### src/rtl/iq_envelope_decimator.sv
// I/Q magnitude (alpha-max-plus-beta-min) with window-mean decimation.
// Define IQ_ENVELOPE_PEAK_EN to emit the window maximum instead of the mean.
module iq_envelope_decimator #(
   parameter int NBITS   = 16,
   parameter int DECBITS = 5
) (
   input  logic             clk,
   input  logic             rst,
   input  logic             in_valid,
   input  logic [NBITS-1:0] i_in,
   input  logic [NBITS-1:0] q_in,
   output logic [NBITS-1:0] amplitude,
   output logic             next,
   output logic             sat_flag
);

   localparam int MW = NBITS - 1;
   localparam int CW = (DECBITS > 0) ? DECBITS : 1;
   localparam bit NODEC = (DECBITS == 0);
   localparam logic [MW-1:0] MMAX = '1;
   localparam logic [CW-1:0] CMAX = CW'((1 << DECBITS) - 1);

   // Returns {saturated, |x|}; the most negative code clips to MMAX.
   function automatic logic [MW:0] absv(input logic [NBITS-1:0] x);
      logic [NBITS-1:0] n;
      n = -x;
      if (!x[NBITS-1])
         absv = {1'b0, x[MW-1:0]};
      else if (x[MW-1:0] == '0)
         absv = {1'b1, MMAX};
      else
         absv = {1'b0, n[MW-1:0]};
   endfunction

   logic [MW:0]    ai, aq;
   logic [MW-1:0]  a, b;
   logic           v1, v2;
   logic [MW-1:0]  mx, mn;
   logic [MW+1:0]  msum;
   logic           m_sat;
   logic [MW-1:0]  mclip, m2;
   logic [CW-1:0]  cnt;
   logic           last;
   logic [NBITS-1:0] res;

   assign ai = absv(i_in);
   assign aq = absv(q_in);

   always_ff @(posedge clk) begin
      if (rst) begin
         v1 <= 1'b0;
         a  <= '0;
         b  <= '0;
      end else begin
         v1 <= in_valid;
         if (in_valid) begin
            a <= ai[MW-1:0];
            b <= aq[MW-1:0];
         end
      end
   end

   always_comb begin
      mx    = (a > b) ? a : b;
      mn    = (a > b) ? b : a;
      msum  = {2'b00, mx} + {2'b00, mn >> 2} + {2'b00, mn >> 3};
      m_sat = msum > {2'b00, MMAX};
      mclip = m_sat ? MMAX : msum[MW-1:0];
   end

   always_ff @(posedge clk) begin
      if (rst) begin
         v2 <= 1'b0;
         m2 <= '0;
      end else begin
         v2 <= v1;
         if (v1)
            m2 <= mclip;
      end
   end

   always_ff @(posedge clk) begin
      if (rst)
         sat_flag <= 1'b0;
      else if ((in_valid && (ai[MW] || aq[MW])) || (v1 && m_sat))
         sat_flag <= 1'b1;
   end

   assign last = NODEC || (cnt == CMAX);

`ifdef IQ_ENVELOPE_PEAK_EN
   logic [MW-1:0] pk, pk_nx;

   // A window's first sample replaces whatever the last window left behind.
   assign pk_nx = ((cnt == '0) || (m2 > pk)) ? m2 : pk;
   assign res   = NBITS'(pk_nx);

   always_ff @(posedge clk) begin
      if (rst)
         pk <= '0;
      else if (v2)
         pk <= last ? '0 : pk_nx;
   end
`else
   localparam int AW = MW + DECBITS;
   logic [AW-1:0] acc, acc_nx;

   assign acc_nx = acc + AW'(m2);
   assign res    = NBITS'(acc_nx >> DECBITS);

   always_ff @(posedge clk) begin
      if (rst)
         acc <= '0;
      else if (v2)
         acc <= last ? '0 : acc_nx;
   end
`endif

   always_ff @(posedge clk) begin
      if (rst) begin
         cnt       <= '0;
         amplitude <= '0;
         next      <= 1'b0;
      end else begin
         next <= 1'b0;
         if (v2) begin
            if (last) begin
               cnt       <= '0;
               amplitude <= res;
               next      <= 1'b1;
            end else begin
               cnt <= cnt + CW'(1);
            end
         end
      end
   end

endmodule

### config.mk
export PLATFORM = sky130hd
export DESIGN_NAME = iq_envelope_decimator
export DESIGN_NICKNAME = d
export VERILOG_FILES = /design/src/rtl/iq_envelope_decimator.sv
export SDC_FILE = /design/constraint.sdc
export NUM_CORES = 1
export LEC_CHECK = 0
export ABC_AREA = 1
export CAP_MARGIN = 20
export CORE_ASPECT_RATIO = 1.25
export CORE_MARGIN = 5
export CORE_UTILIZATION = 55
export DETAILED_ROUTE_END_ITERATION = 8
export GPL_TIMING_DRIVEN = 0
export PLACE_DENSITY_LB_ADDON = 0.05
export SYNTH_ARGS = -nofsm -noshare
export SYNTH_HDL_FRONTEND = slang
export SYNTH_SLANG_ARGS = --single-unit
### constraint.sdc
create_clock -name clk -period 4.3 [get_ports clk]
set_input_delay 0.86 -clock clk [delete_from_list [all_inputs] [get_ports clk]]
set_output_delay 0.86 -clock clk [all_outputs]
set_load 0.005 [all_outputs]
**After elaboration in Yosys (flattened, before gate mapping)**

Cells that the tools add are included.

- Bits of input ports: 35
- Flip-flop bits (word level): 89
- Logic and storage cells: 38

- Reductions and logical operators: 8
- Multiplexer cells: 10
- Add/sub/neg operators: 6
- Bitwise operators: 1
- Eq/ne operators: 1
- $lt $le $gt $ge: 2

Operator list:

| cell | count |
|---|---|
| $mux W16 | 4 |
| $mux W15 | 3 |
| $logic_not A15 Y1 | 2 |
| $neg A15 Y15 | 2 |
| $add A20 B15 Y20 | 1 |
| $mux W20 | 1 |
| $add A16 B12 Y17 | 1 |
| $gt A17 B15 Y1 const B | 1 |
| $add A15 B13 Y16 | 1 |
| $gt A15 B15 Y1 | 1 |
| $add A5 B1 Y5 const B | 1 |
| $eq A5 B5 Y1 const B | 1 |
| $mux W5 | 1 |
| $logic_and A1 B1 Y1 | 2 |
| $logic_or A1 B1 Y1 | 2 |
| $reduce_and A2 Y1 | 1 |
| $reduce_or A2 Y1 | 1 |
| $mux W1 | 1 |
| $not A1 Y1 | 1 |

**Depth between registers and ports, before layout**

Gate-level depths: netlist of run 1.

- Depth after elaboration: 7
- Depth in mapped cells: 31
- Depth with buffers taken out: 31

**Worst setup path after synthesis of run 1**

Ideal clock, no wire load.

- Kind: reg-to-reg
- From: reg b[14]
- To: reg m2[5]
- Slack: 0.502 ns
- Data arrival time: 3.664 ns
- Clock period less this slack: 3.798 ns
- Required time: 4.166 ns
- Cell stages (with the launch flop): 29
- Setup time: 0.134 ns
- Cells stage by stage: dfxtp_1 -> inv_1 -> ha_1 -> nand2_2 -> inv_1 -> nand2_1 -> nand2_1 -> a21oi_1 -> nand2_4 -> nand2_4 -> buf_8 -> buf_6 -> nand2_1 -> o21ai_2 -> inv_1 -> ha_1 -> inv_1 -> xor2_1 -> ha_1 -> fa_1 -> nand3_1 -> nand2_1 -> nand3_1 -> nand3_1 -> nand2_1 -> nand2_1 -> nand2_2 -> buf_6 -> a31oi_1

- Cells in the longest elaborated chain, start to end: 6

Ends and longest elaborated chain:

| element | line | source |
|---|---|---|
| from (decl) | 36 | `logic [MW-1:0] a, b;` |
| from (signal assigned) | 58 | `b <= aq[MW-1:0];` |
| $gt A15 B15 Y1 | 64, 65 |  |
| $mux W15, on equally long branches | 64, 65 |  |
| $add A15 B13 Y16 | 66 | `msum = {2'b00, mx} + {2'b00, mn >> 2} + {2'b00, mn >> 3};` |
| $add A16 B12 Y17 * | 66 |  |
| $gt A17 B15 Y1 | 67 | `m_sat = msum > {2'b00, MMAX};` |
| $mux W15 * | 68 | `mclip = m_sat ? MMAX : msum[MW-1:0];` |
| to (signal assigned) | 78 | `m2 <= mclip;` |
| to (decl) | 41 | `logic [MW-1:0] mclip, m2;` |

Every way passes the cells marked *; elsewhere a longest branch is shown, timed or not.
A chain may end at the register's enable or synchronous reset.

**Worst setup path in the final report of run 1**

- From: reg b[11]
- To: reg m2[9]

The elaborated chain is that of the path after synthesis.

==> out/metrics.yaml, run 1 <==
ys_types: 44
h-tree-depth: 3
wl_met1_um: 6500
hold_viol: 0
die_h_um: 131
layout.nets: 1096
drt_first_pass_iters: 4
drtIter0Drc: 264
yosysTopAreaCellShare_pct: 27.7
diodes: 0
path_max_fanout: 10
synth_edf_count: 0
die_area_um2: 14000
p_leak_uw: 0.00348
totalWireLength_um: 16600
peakVddDrop_v: 0.000234
wl_per_cell_um: 14.5
grt-ovfl-total: 0
cts_buffers: 9
tritoncts: "built"
worstSetupPathType: "flip-flop to flip-flop"
die_width_um: 107
ys.flop_type: "dfxtp_1"
portBuffers: 50
core_um2: 11600
hold_depth: 2
synth_top_cell_by_area: "dfxtp_1"
critPathLaunch: "b[11]$_SDFFE_PP0P_"
finalCritPeriodShare_pct: 93.6
start_kind: "flip-flop"
hpwl_um: 13600
rows: 44
initial_core_util_pct: 55.6
routed.top_layer: "met4"
syn_to_final_growth_pct: 16.6
antenna_found_initial: 0
ys_warn_count: 0
grtUsageTotal_pct: 24.8
fin_worst_skew_ps: 6.94
drtAntennaViolNets: 0
worstMarginPinSlew_ps: 647
hold_buffers: 0
setup_slack_ps: 275
pre_cts_ws_ps: -143
cts.reportedPaths.clkPinSlew_ps: 80
fmax_ghz: 0.248
period_minus_slack_ps: 4030
syn_area_per_cell_um2: 6.87
synth-seq-cells: 89
crit_arrival_ps: 4240
cp-end-kind: "flip-flop"
grt_max_degree: 19
drcViolationCount: 0
async_flop_share_pct: 0
power_density_nw_per_um2: 397
final_cell_mix: "201 x nand2_1, 118 x inv_1, 87 x a21oi_1, 84 x o21ai_0, 84 x dfxtp_1"
max_cap_viol_count: 0
io_pins: 53
via_count: 6209
slew_headroom_pct: 56.8
yosys-top-cells-area: "dfxtp_1 28%, nand2_1 12%, ha_1 9.7%"
synthesis.area_um2: 6420
syn_nets: 1030
grt_pass1_vias: 6009
clock_path_buffers: 2
met2WireLength_um: 8560
worstRegToRegCells: 27
hold_start: "amplitude[13]$_SDFFE_PP0P_"
layout-drive-gt1-share_pct: 8.75
via_per_inst: 5.43
r2r_start: "b[11]$_SDFFE_PP0P_"
netlist_instances: 935
worstPathRequired_ps: 4520
yosysSeqAreaShare_pct: 27.7
cts.sinks: 89
grt_pass1_wl_um: 27500
layout_commonest_cell: "nand2_1"
clk-insertion-delay-late_ps: 350
final_cells: 1144
slew_viol_final: 0
finalSetupViolCount: 0
hold_class: "flip-flop to flip-flop"
root_buffer: "clkbuf_16"
wl_met3_um: 557
gp_congestion: 0.931
outcome: "finished clean"
place_inst: 1123
[metal layers]
layer  vias up  global-route usage (%)
li1       3218                       -
met2       142                    46.6
met5         -                       0
met4         0                    15.3
met1      2793                    26.4
met3        56                    3.00
[through the flow]
stage	utilization (%)	setup TNS, ps	total power (uW)	instance area, um^2	hold WS (ps)
CTS	64.1	0	2950	7410	455
global placement	61.4	-1120	2130	7100	438
detailed placement	61.4	-1350	2140	7100	442
floorplan	-	0	1850	6420	448
finish	64.8	0	2980	7490	453
global route	64.8	-107	3210	7490	476
[worst max-delay path, stage by stage (launching register included)]
cell	delay, ps
dfxtp_1	450
inv_1	70
ha_1	280
nand2_1	80
nor2_4	120
inv_2	60
nor2_2	90
nand3_2	120
nand2_4	100
buf_8	150
buf_8	150
nand2_1	70
o21ai_2	90
inv_1	60
ha_1	270
inv_1	50
xor2_1	160
ha_2	210
fa_2	390
nand3_1	100
nand2_2	90
nand3_2	100
nand3_1	80
nand2_1	100
nand2_2	100
nand2_2	120
buf_6	150
a31oi_1	80
[what timing repair did]
item | CTS | global route
gates resized for setup | 6 | 21
setup endpoints to repair | 15 | 16
buffers inserted | 1 | 4
pin swaps | 1 | 3
[power breakdown]
group	total (uW)	switching (uW)	internal, uW
combinational	1270	780	486
clock	790	381	409
sequential	920	44.4	875
[layout make-up]
type / count / area [um^2]
Fill cell: 1095 / 4070
Multi-Input combinational cell: 696 / 4080
Inverter: 122 / 458
Timing Repair Buffer: 55 / 538
Tap cell: 138 / 173
Clock buffer: 9 / 225
Clock inverter: 7 / 72.6
Buffer: 28 / 153
Sequential cell: 89 / 1790
[cells in the mapped netlist (7+ instances only)]
master    number
nor2_1        61
or2_2          7
dfxtp_1       89
a21oi_1       90
ha_1          50
o21ai_0       90
clkbuf_1      20
nand4_1       10
xnor2_1       14
nand3b_1       7
xor2_1        22
nand3_1       47
nand2_2       12
inv_1        118
fa_1          10
nor3_1        12
nand2_1      203
a31oi_1       17
[registers in the layout, summed over array words and instances (netlist names)]
name       cells
sat_flag       1
acc           20
b             15
v1             1
amplitude     15
a             15
m2            15
next           1
v2             1
cnt            5
[worst paths after layout]
check | slack (ps) | endpoint
max | 270 | m2[9]$_SDFFE_PP0P_
min | 450 | amplitude[13]$_SDFFE_PP0P_
max reg2reg | 270 | m2[9]$_SDFFE_PP0P_
min reg2reg | 450 | amplitude[13]$_SDFFE_PP0P_
[cell families (layout without fill, tap and decap cells)]
group                    Yosys count  after routing  share of synthesized area [%]
adder cells (fa/ha/maj)           60             60                           12.9
flip-flops                        89             89                           27.7
buffers and inverters            150            221                           9.41
other                              1              1                         0.0584
AND/OR/NAND/NOR                  376            376                           26.2
AO/OA/AOI/OAI                    223            223                           18.8
XOR/XNOR                          36             36                           4.91
(Power assumes the default switching activity.)
==> inputs of run 2 (changes only) <==
--- a/config.mk
+++ b/config.mk
@@ -6,10 +6,9 @@
 export NUM_CORES = 1
 export LEC_CHECK = 0
 export ABC_AREA = 1
-export CAP_MARGIN = 20
 export CORE_ASPECT_RATIO = 1.25
 export CORE_MARGIN = 5
-export CORE_UTILIZATION = 55
+export CORE_UTILIZATION = 35
 export DETAILED_ROUTE_END_ITERATION = 8
 export GPL_TIMING_DRIVEN = 0
 export PLACE_DENSITY_LB_ADDON = 0.05
==> out/metrics.yaml, run 2 (synthesis results as in run 1) <==
setup_slack_ps: 206  # -69.3 ps
layout_commonest_cell: "nand2_1"
totalWireLength_um: 18300  # +10%
fillers: 1973  # +80%
critPathSlowestCell: "fa_1"
die_area_um2: 21200  # +52%
worstRegToRegCells: 22  # -19%
grt_pass1_vias: 5916  # -1.5%
largest_reg_flops: 20  # unchanged
place_area_um2: 7210  # +1.6%
outcome: "finished clean"
core_um2: 18100  # +57%
peakVddDrop_v: 0.000197  # -16%
die_width_um: 131  # +23%
hold_viol: 0  # unchanged
max_cap_viol_count: 0  # unchanged
finish.utilization_pct: 42.2  # -23 points
fin_area_um2: 7640  # +1.9%
fmax_ghz: 0.244  # -1.7%
rows: 55  # +25%
critPathLaunch: "b[10]$_SDFFE_PP0P_"
slowest_delay_ps: 560  # +110 ps
clk-insertion-delay-late_ps: 350  # about the same
root_buffer: "clkbuf_16"
diodes: 0  # unchanged
grt_pass1_wl_um: 29500  # +7.0%
h-tree-depth: 3  # unchanged
tritoncts: "built"
worstSetupPathType: "flip-flop to flip-flop"
worstMarginPinSlew_ps: 631  # -16.2 ps
cts.reportedPaths.clkPinSlew_ps: 70  # about the same
syn_to_final_growth_pct: 18.9
fin_worst_skew_ps: 9.42  # +2.49 ps
cp_num_cells: 22  # -19%
p_leak_uw: 0.00352  # +0.90%
hpwl_um: 15000  # +11%
rsz0062_at_grt: "true"
slew_headroom_pct: 57.8  # +0.92 points
via_count: 5995  # -3.4%
via_per_inst: 4.86  # -10%
grtUsageTotal_pct: 17.1  # -7.7 points
worstPathRequired_ps: 4580  # +60 ps
finalCritPeriodShare_pct: 95.2  # +1.6 points
io_pins: 53  # unchanged
layout.nets: 1096  # unchanged
r2r_start: "b[10]$_SDFFE_PP0P_"
crit_family: "adder cells"
pre_cts_ws_ps: -315  # -173 ps
gp_congestion: 0.863  # -7.3%
cts.sinks: 89  # unchanged
crit_path_end: "m2[7]$_SDFFE_PP0P_"
drt_first_pass_iters: 5  # +1
worst_path_most_repeated_cell: "nand2_1"
portBuffers: 50  # unchanged
crit_chain: "inv_1, ha_1, a21oi_1, nand2_1, a21oi_2, nand2_4, nand2_4, buf_12, clkbuf_4, o21ai_0, fa_1, inv_1, ha_1, nand2_1, nor3_2, nand2_1, nand3_1, nand2_1, nand2_2, nand2_4, buf_6, a31oi_1"
final_cell_mix: "201 x nand2_1, 118 x inv_1, 86 x a21oi_1, 83 x o21ai_0, 82 x dfxtp_1"
period_minus_slack_ps: 4090  # +69.3 ps
cts_buffers: 9  # unchanged
top_register: "acc"
hold_class: "flip-flop to flip-flop"
antenna_found_initial: 0  # unchanged
clock_path_buffers: 2  # unchanged
grt-ovfl-total: 0  # unchanged
path_max_fanout: 10  # unchanged
start_kind: "flip-flop"
cp_num_buf_inv: 5  # -2
finalSetupViolCount: 0  # unchanged
drtAntennaViolNets: 0  # unchanged
grt_max_degree: 16  # -3
initial_core_util_pct: 35.5  # -20 points
crit_arrival_ps: 4370  # +130 ps
slew_viol_final: 0  # unchanged
cp-end-kind: "flip-flop"
wl_per_cell_um: 14.9  # +2.2%
power_density_nw_per_um2: 397  # about the same
drcViolationCount: 0  # unchanged
die_h_um: 161  # +23%
rrSetupSlack_ps: 210  # -70 ps
drtIter0Drc: 258  # -2.3%
r2r_end: "m2[7]$_SDFFE_PP0P_"
layout-drive-gt1-share_pct: 8.96  # +0.21 points
[run 2: changes by cell type in the layout (fill, tap and decap cells not counted), moves of 2 or more]
| cell | change |
|---|---|
| buf_12 | +2 |
| buf_8 | -2 |
| clkinv_4 | -2 |
| dfxtp_1 | -2 |
[run 2: worst min path at each step]
stage / from / end / slack [ps] / cells past startpoint
after detailed placement: amplitude[10]$_SDFFE_PP0P_ / amplitude[10]$_SDFFE_PP0P_ / 440 / 2
after global routing: amplitude[11]$_SDFFE_PP0P_ / amplitude[11]$_SDFFE_PP0P_ / 480 / 2
final: amplitude[10]$_SDFFE_PP0P_ / amplitude[10]$_SDFFE_PP0P_ / 450 / 2
after CTS: amplitude[7]$_SDFFE_PP0P_ / amplitude[7]$_SDFFE_PP0P_ / 460 / 2
after floorplan: amplitude[10]$_SDFFE_PP0P_ / amplitude[10]$_SDFFE_PP0P_ / 450 / 2
after global placement: amplitude[10]$_SDFFE_PP0P_ / amplitude[10]$_SDFFE_PP0P_ / 440 / 2
[run 2: tightest hold or removal path: cells and delay by family, from the launching register on]
kind             cells  cell delay (ps)
AND/OR/NAND/NOR      2              100
flip-flops           1              310
[run 2: power breakdown]
part | internal [uW] | leakage, uW | switching, uW
Clock | 469 | 0.000147 | 360
Sequential | 876 | 0.000731 | 45.4
Combinational | 501 | 0.00264 | 783
[run 2: metal layers]
metal	track usage, %	share of wire (%)	vias to the layer above
met1	18.5	42	2672
met5	0	0	-
met3	2.37	2.2	34
met4	7.47	3.9	0
li1	-	-	3215
met2	32.9	52	74
[run 2: through the flow]
| step | hold WS [ps] | setup TNS [ps] | std cells | total power [uW] |
|---|---|---|---|---|
| 6_report | 449 | 0 | 1233 | 3030 |
| 2_1_floorplan | 448 | 0 | 935 | 1850 |
| 4_1_cts | 456 | 0 | 1231 | 3010 |
| 5_1_grt | 480 | -21.2 | 1233 | 3270 |
| 3_5_place_dp | 443 | -3840 | 1213 | 2160 |
| 3_3_place_gp | 439 | -3780 | 1213 | 2160 |
[run 2: final cells by class]
| class | instances | area, um^2 | share of cell area, % |
|---|---|---|---|
| Inverter | 122 | 458 | 6.00 |
| Timing Repair Buffer | 55 | 538 | 7.04 |
| Multi-Input combinational cell | 696 | 4090 | 53.6 |
| Tap cell | 228 | 285 | 3.74 |
| Clock buffer | 10 | 239 | 3.13 |
| Buffer | 28 | 165 | 2.16 |
| Clock inverter | 5 | 62.6 | 0.819 |
| Sequential cell | 89 | 1800 | 23.5 |
[run 2: timing repair]
action | in CTS | in global routing
pin swaps | 2 | 3
gates resized for setup | 9 | 27
setup buffers | 3 | 2
hold buffers | 0 | 0
setup endpoints to repair | 16 | 15
==> patch 1, RTL diff (flow settings as in run 2) <==
Build with the macro `IQ_ENVELOPE_PEAK_EN` defined.
--- a/src/rtl/iq_envelope_decimator.sv
+++ b/src/rtl/iq_envelope_decimator.sv
@@ -1,5 +1,7 @@
 // I/Q magnitude (alpha-max-plus-beta-min) with window-mean decimation.
 // Define IQ_ENVELOPE_PEAK_EN to emit the window maximum instead of the mean.
+`define IQ_ENVELOPE_PEAK_EN
+
 module iq_envelope_decimator #(
    parameter int NBITS   = 16,
    parameter int DECBITS = 5
Formal check against the unedited RTL: no difference found for any inputs over 10 cycles, from zero or initial values and one cycle with rst high; that may be too few to reach the edited logic, so the function may still have changed.
==> patch 1 against run 2 <==
Synthesized area fell by 3.1%. Global-route usage rose by 0.26 points. Die area fell by 2.9%. Fmax rose by 2.5%. Cell area fell by 3.0%. Power rose by 5.4%. Sequential cell count fell by 5. Wire length fell by 4.6%. Core utilization rose by 0.14 points. Setup slack improved by 0.10 ns. Largest power group unchanged.
==> patch 1: results <==
export IMPL_grt_pass1_wl_um=28530
export IMPL_grtUsageTotal=0.1740
export IMPL_fin_nets=1112
export IMPL_vias_per_cell=4.740
export IMPL_r2r_slack_ns=0.31
export IMPL_portBuffers=49
export IMPL_ff2ff_path_depth=26
export IMPL_relSlewSlack=0.4983
export IMPL_grt_pass1_vias=5869
export IMPL_drive_gt1_frac=0.07738
export IMPL_leakage_nw=3.564
export IMPL_outcome="finished, final reports clean"
export IMPL_hpwl_um=14620
export IMPL_totalWireLength_um=17470
export IMPL_worstPathArrival_ns=4.28
export IMPL_synth_cell_types=39
export IMPL_h_tree_depth=3
export IMPL_rr_endpoint="m2[13]"
export IMPL_dr_first_iter_drc_count=229
export IMPL_synthTopCellsByCount="nand2_1, inv_1, dfxtp_1"
export IMPL_synth_seq_area_share=0.2701
export IMPL_placed_area_um2=6997
export IMPL_fillers=1926
export IMPL_min_to="amplitude[6]"
export IMPL_holdPathStages=2
export IMPL_pre_cts_slack_ns=-0.2979
export IMPL_fin_skew_ns=0.006821
export IMPL_gp_congestion=0.8692
export IMPL_syn_nets=1049
export IMPL_min_delay_start="amplitude[6]"
export IMPL_ir_drop_v=0.0002293
export IMPL_grt_max_degree=15
patch 1: cell types whose count changed in the layout (fill, tap and decap cells not counted), sizes merged, moves of 5 or more:
| cell | run 2 | this run |
|---|---|---|
| a21oi | 91 | 81 |
| a31oi | 17 | 6 |
| o21ai | 100 | 78 |
| nand2 | 220 | 246 |
| nand3 | 48 | 83 |
| dfxtp | 89 | 84 |
| inv | 124 | 154 |
| xnor2 | 14 | 4 |
| o211ai | 5 | 0 |
patch 1: logic make-up after synthesis:
kind of cell               after synthesis  share of synthesized area
and+or+nand+nor                        431                     0.3006
adders and majority gates               60                     0.1314
buffers and inverters                  183                     0.1145
DFF                                     84                     0.2701
other                                    1                  0.0006023
xor gates and xnor gates                25                    0.03517
AOI/OAI and AO/OA                      170                     0.1475
patch 1: metal layers:
layer	track usage	up-vias	share of wire
li1	-	3198	-
met1	0.1800	2584	0.40
met2	0.3351	87	0.54
met3	0.02013	32	0.024
met4	0.08644	0	0.038
met5	0	-	0
patch 1: worst max path at each step:
stage	startpoint	end	slack (ns)	cells past startpoint
after detailed placement	b[14]	m2[13]	-0.30	26
after global placement	b[14]	m2[13]	-0.30	26
after global routing	b[14]	m2[13]	0.02	26
final	b[10]	m2[13]	0.31	26
after floorplan	b[14]	m2[13]	0.57	26
after CTS	b[14]	m2[13]	0.03	26
patch 1: final cells by class:
class	count	area share
multi-input combinational	687	0.5235
sequential	84	0.2280
inverter	154	0.07801
timing repair buffer	52	0.06923
tap	224	0.03783
clock buffer	10	0.03225
buffer	29	0.01976
clock inverter	5	0.01148
patch 1: worst min-delay path: cells and delay by family (launching register included):
family	cells	cell delay, ns
flops	1	0.31
simple gates	2	0.10
patch 1: through the flow:
| stage | TNS (ns) | instances | total power [mW] | utilization | hold WS, ns |
|---|---|---|---|---|---|
| after global routing | 0 | 1245 | 3.454 | 0.4234 | 0.4803 |
| after floorplan | 0 | 954 | 1.950 | - | 0.4453 |
| final | 0 | 1245 | 3.198 | 0.4234 | 0.4496 |
| after CTS | 0 | 1244 | 3.196 | 0.4201 | 0.4524 |
| after global placement | -3.422 | 1227 | 2.309 | 0.3998 | 0.4365 |
| after detailed placement | -3.486 | 1227 | 2.307 | 0.3998 | 0.4393 |
patch 1: timing repair:
item | CTS | global route
buffers inserted | 2 | 1
endpoints found under the hold margin | 0 | 0
gates resized for setup | 6 | 27
pin swaps | 2 | 3
setup endpoints to repair | 16 | 16
patch 1: power by group:
part           internal, mW  switching, mW  total, mW  leakage, nW
clock network         0.525          0.343      0.868        0.155
logic                 0.541          0.911       1.45         2.72
registers             0.833         0.0453      0.878        0.690
==> patch 2, RTL diff (flow settings as in run 2) <==
Made on the original files. Register the inputs `in_valid`, `i_in` and `q_in` before use. The logic sees them one clock later.
--- a/src/rtl/iq_envelope_decimator.sv
+++ b/src/rtl/iq_envelope_decimator.sv
@@ -19,6 +19,16 @@
    localparam bit NODEC = (DECBITS == 0);
    localparam logic [MW-1:0] MMAX = '1;
    localparam logic [CW-1:0] CMAX = CW'((1 << DECBITS) - 1);
+
+   logic in_valid_q;
+   logic [NBITS-1:0] i_q;
+   logic [NBITS-1:0] q_q;
+
+   always_ff @(posedge clk) begin
+      in_valid_q <= in_valid;
+      i_q        <= i_in;
+      q_q        <= q_in;
+   end
 
    // Returns {saturated, |x|}; the most negative code clips to MMAX.
    function automatic logic [MW:0] absv(input logic [NBITS-1:0] x);
@@ -43,8 +53,8 @@
    logic           last;
    logic [NBITS-1:0] res;
 
-   assign ai = absv(i_in);
-   assign aq = absv(q_in);
+   assign ai = absv(i_q);
+   assign aq = absv(q_q);
 
    always_ff @(posedge clk) begin
       if (rst) begin
@@ -52,8 +62,8 @@
          a  <= '0;
          b  <= '0;
       end else begin
-         v1 <= in_valid;
-         if (in_valid) begin
+         v1 <= in_valid_q;
+         if (in_valid_q) begin
             a <= ai[MW-1:0];
             b <= aq[MW-1:0];
          end
@@ -82,7 +92,7 @@
    always_ff @(posedge clk) begin
       if (rst)
          sat_flag <= 1'b0;
-      else if ((in_valid && (ai[MW] || aq[MW])) || (v1 && m_sat))
+      else if ((in_valid_q && (ai[MW] || aq[MW])) || (v1 && m_sat))
          sat_flag <= 1'b1;
    end
 
Function: changed (Yosys sat finds a counterexample within 4 cycles, from zero or initial values and one cycle with rst high).
==> patch 2 against run 2 <==
Fmax is 0.26% higher. Wire length increased by 7.9%. Critical endpoint is now m2[6]. Critical path type unchanged. Sequential cell count grew 33. Setup slack better by 0.011 ns. Non-clock buffer count fell by 1. Cell area up 13%. Power grew 25%. Synthesized area grew 10%. Largest cell class unchanged.
==> patch 2: results <==
export IMPL_outcome="finished, final reports clean"
export IMPL_synth_mux_area_frac=0
export IMPL_leakage_nw=3.990
export IMPL_totalWireLength_um=19760
export IMPL_fin_cells=1340
export IMPL_gp_congestion=0.8864
export IMPL_synthXorXnorAreaFrac=0.03952
export IMPL_rows=58
export IMPL_worstPathArrival_ns=4.36
export IMPL_cts_root_buf="clkbuf_16"
export IMPL_portBuffers=51
export IMPL_dr_first_iter_drc_count=339
export IMPL_worstSetupPathType="flip-flop to flip-flop"
export IMPL_synth_async_reset_ratio=0
export IMPL_grt_max_degree=17
export IMPL_synth_seq_area_share=0.3444
export IMPL_synth_cell_types=47
export IMPL_antennaDiodeCount=0
export IMPL_synth_compound_area_frac=0.1630
export IMPL_syn_nets=1078
export IMPL_numCtsBuffers=17
export IMPL_h_tree_depth=4
export IMPL_fin_skew_ns=0.007163
export IMPL_synthTopCellsByCount="nand2_1, dfxtp_1, inv_1"
export IMPL_vias_per_cell=4.730
export IMPL_cts_clk_slew_worst_paths_ns=0.06
export IMPL_cp_slowest_cell="fa_2"
export IMPL_insertion_delay_ns=0.41
export IMPL_placed_area_um2=7940
export IMPL_worstReg2RegStart="b[5]"
export IMPL_drive_gt1_frac=0.1028
export IMPL_crit_fanout=10
export IMPL_ir_drop_v=0.0002704
export IMPL_critPathMaxStageDelay_ns=0.40
export IMPL_fillers=2144
export IMPL_min_delay_start="amplitude[14]"
export IMPL_grt_pass1_vias=6296
export IMPL_netlist_top_cells_area="dfxtp_1, nand2_1, ha_1"
export IMPL_synth_fa_ha_area_frac=0.1164
export IMPL_fin_nets=1153
export IMPL_grtUsageTotal=0.1748
export IMPL_drtPass1Iterations=4
export IMPL_synth_cells=983
export IMPL_hpwl_um=15810
export IMPL_grt_pass1_wl_um=31420
export IMPL_tightest_slew_ns=0.7181
-- patch 2: changes by cell type after synthesis, moves of 5 or more --
cell / change
nand2_1: +19
nor2_1: +10
o21ai_0: -5
dfxtp_1: +33
clkbuf_1: -7
a31oi_1: -5
-- patch 2: kinds of logic after synthesis --
logic type | count (synthesis)
simple gates | 401
compound gates | 215
xor+xnor | 32
other cells | 1
buf+inv | 152
flops | 122
fa+ha+maj | 60
-- patch 2: routing by layer --
| layer | track usage | share of wire | vias up |
|---|---|---|---|
| met5 | 0 | 0 | - |
| met4 | 0.07031 | 0.030 | 0 |
| met3 | 0.02669 | 0.022 | 27 |
| met2 | 0.3409 | 0.54 | 83 |
| met1 | 0.1830 | 0.40 | 2851 |
| li1 | - | - | 3377 |
-- patch 2: cell type report --
cell class	instances	share of cell area
tap	270	0.03923
buffer	26	0.02005
timing repair buffer	56	0.06364
inverter	126	0.05522
multi-input combinational	709	0.4757
clock inverter	14	0.01162
sequential	122	0.2851
clock buffer	17	0.04940
-- patch 2: final timing paths --
kind | to | slack (ns) | cells past startpoint
setup / recovery | m2[6] | 0.22 | 28
hold reg to reg | amplitude[14] | 0.45 | 2
setup reg to reg | m2[6] | 0.22 | 28
hold / removal | amplitude[14] | 0.45 | 2
-- patch 2: timing repair --
item	in CTS	in global routing
setup buffers	1	4
cloned	0	0
endpoints found under the setup margin	16	16
gates resized for setup	13	33
pin swaps	2	3
-- patch 2: through the flow --
stage               hold WS (ns)  setup slack, ns  setup TNS, ns  power, mW  utilization
floorplan                 0.4432           0.4971              0      2.170            -
global placement          0.4398          -0.3750         -4.854      2.471       0.3964
detailed placement        0.4404          -0.3864         -4.997      2.469       0.3964
CTS                       0.4524          0.01685              0      3.796       0.4241
global route              0.4692         -0.02229       -0.06106      4.077       0.4299
finish                    0.4484           0.2162              0      3.806       0.4299
-- patch 2: worst max-delay path, delay by kind of cell (launching register included) --
family | cells | cell delay [ns]
xor gates and xnor gates | 1 | 0.16
DFF | 1 | 0.36
and+or+nand+nor | 13 | 1.25
buffers and inverters | 7 | 0.72
AOI/OAI and AO/OA | 3 | 0.30
adders and majority gates | 4 | 1.12
-- patch 2: where the power goes --
| group | internal (mW) | leakage (nW) | switching [mW] |
|---|---|---|---|
| Clock | 0.733 | 0.255 | 0.549 |
| Sequential | 1.20 | 1.01 | 0.0530 |
| Combinational | 0.496 | 2.72 | 0.775 |
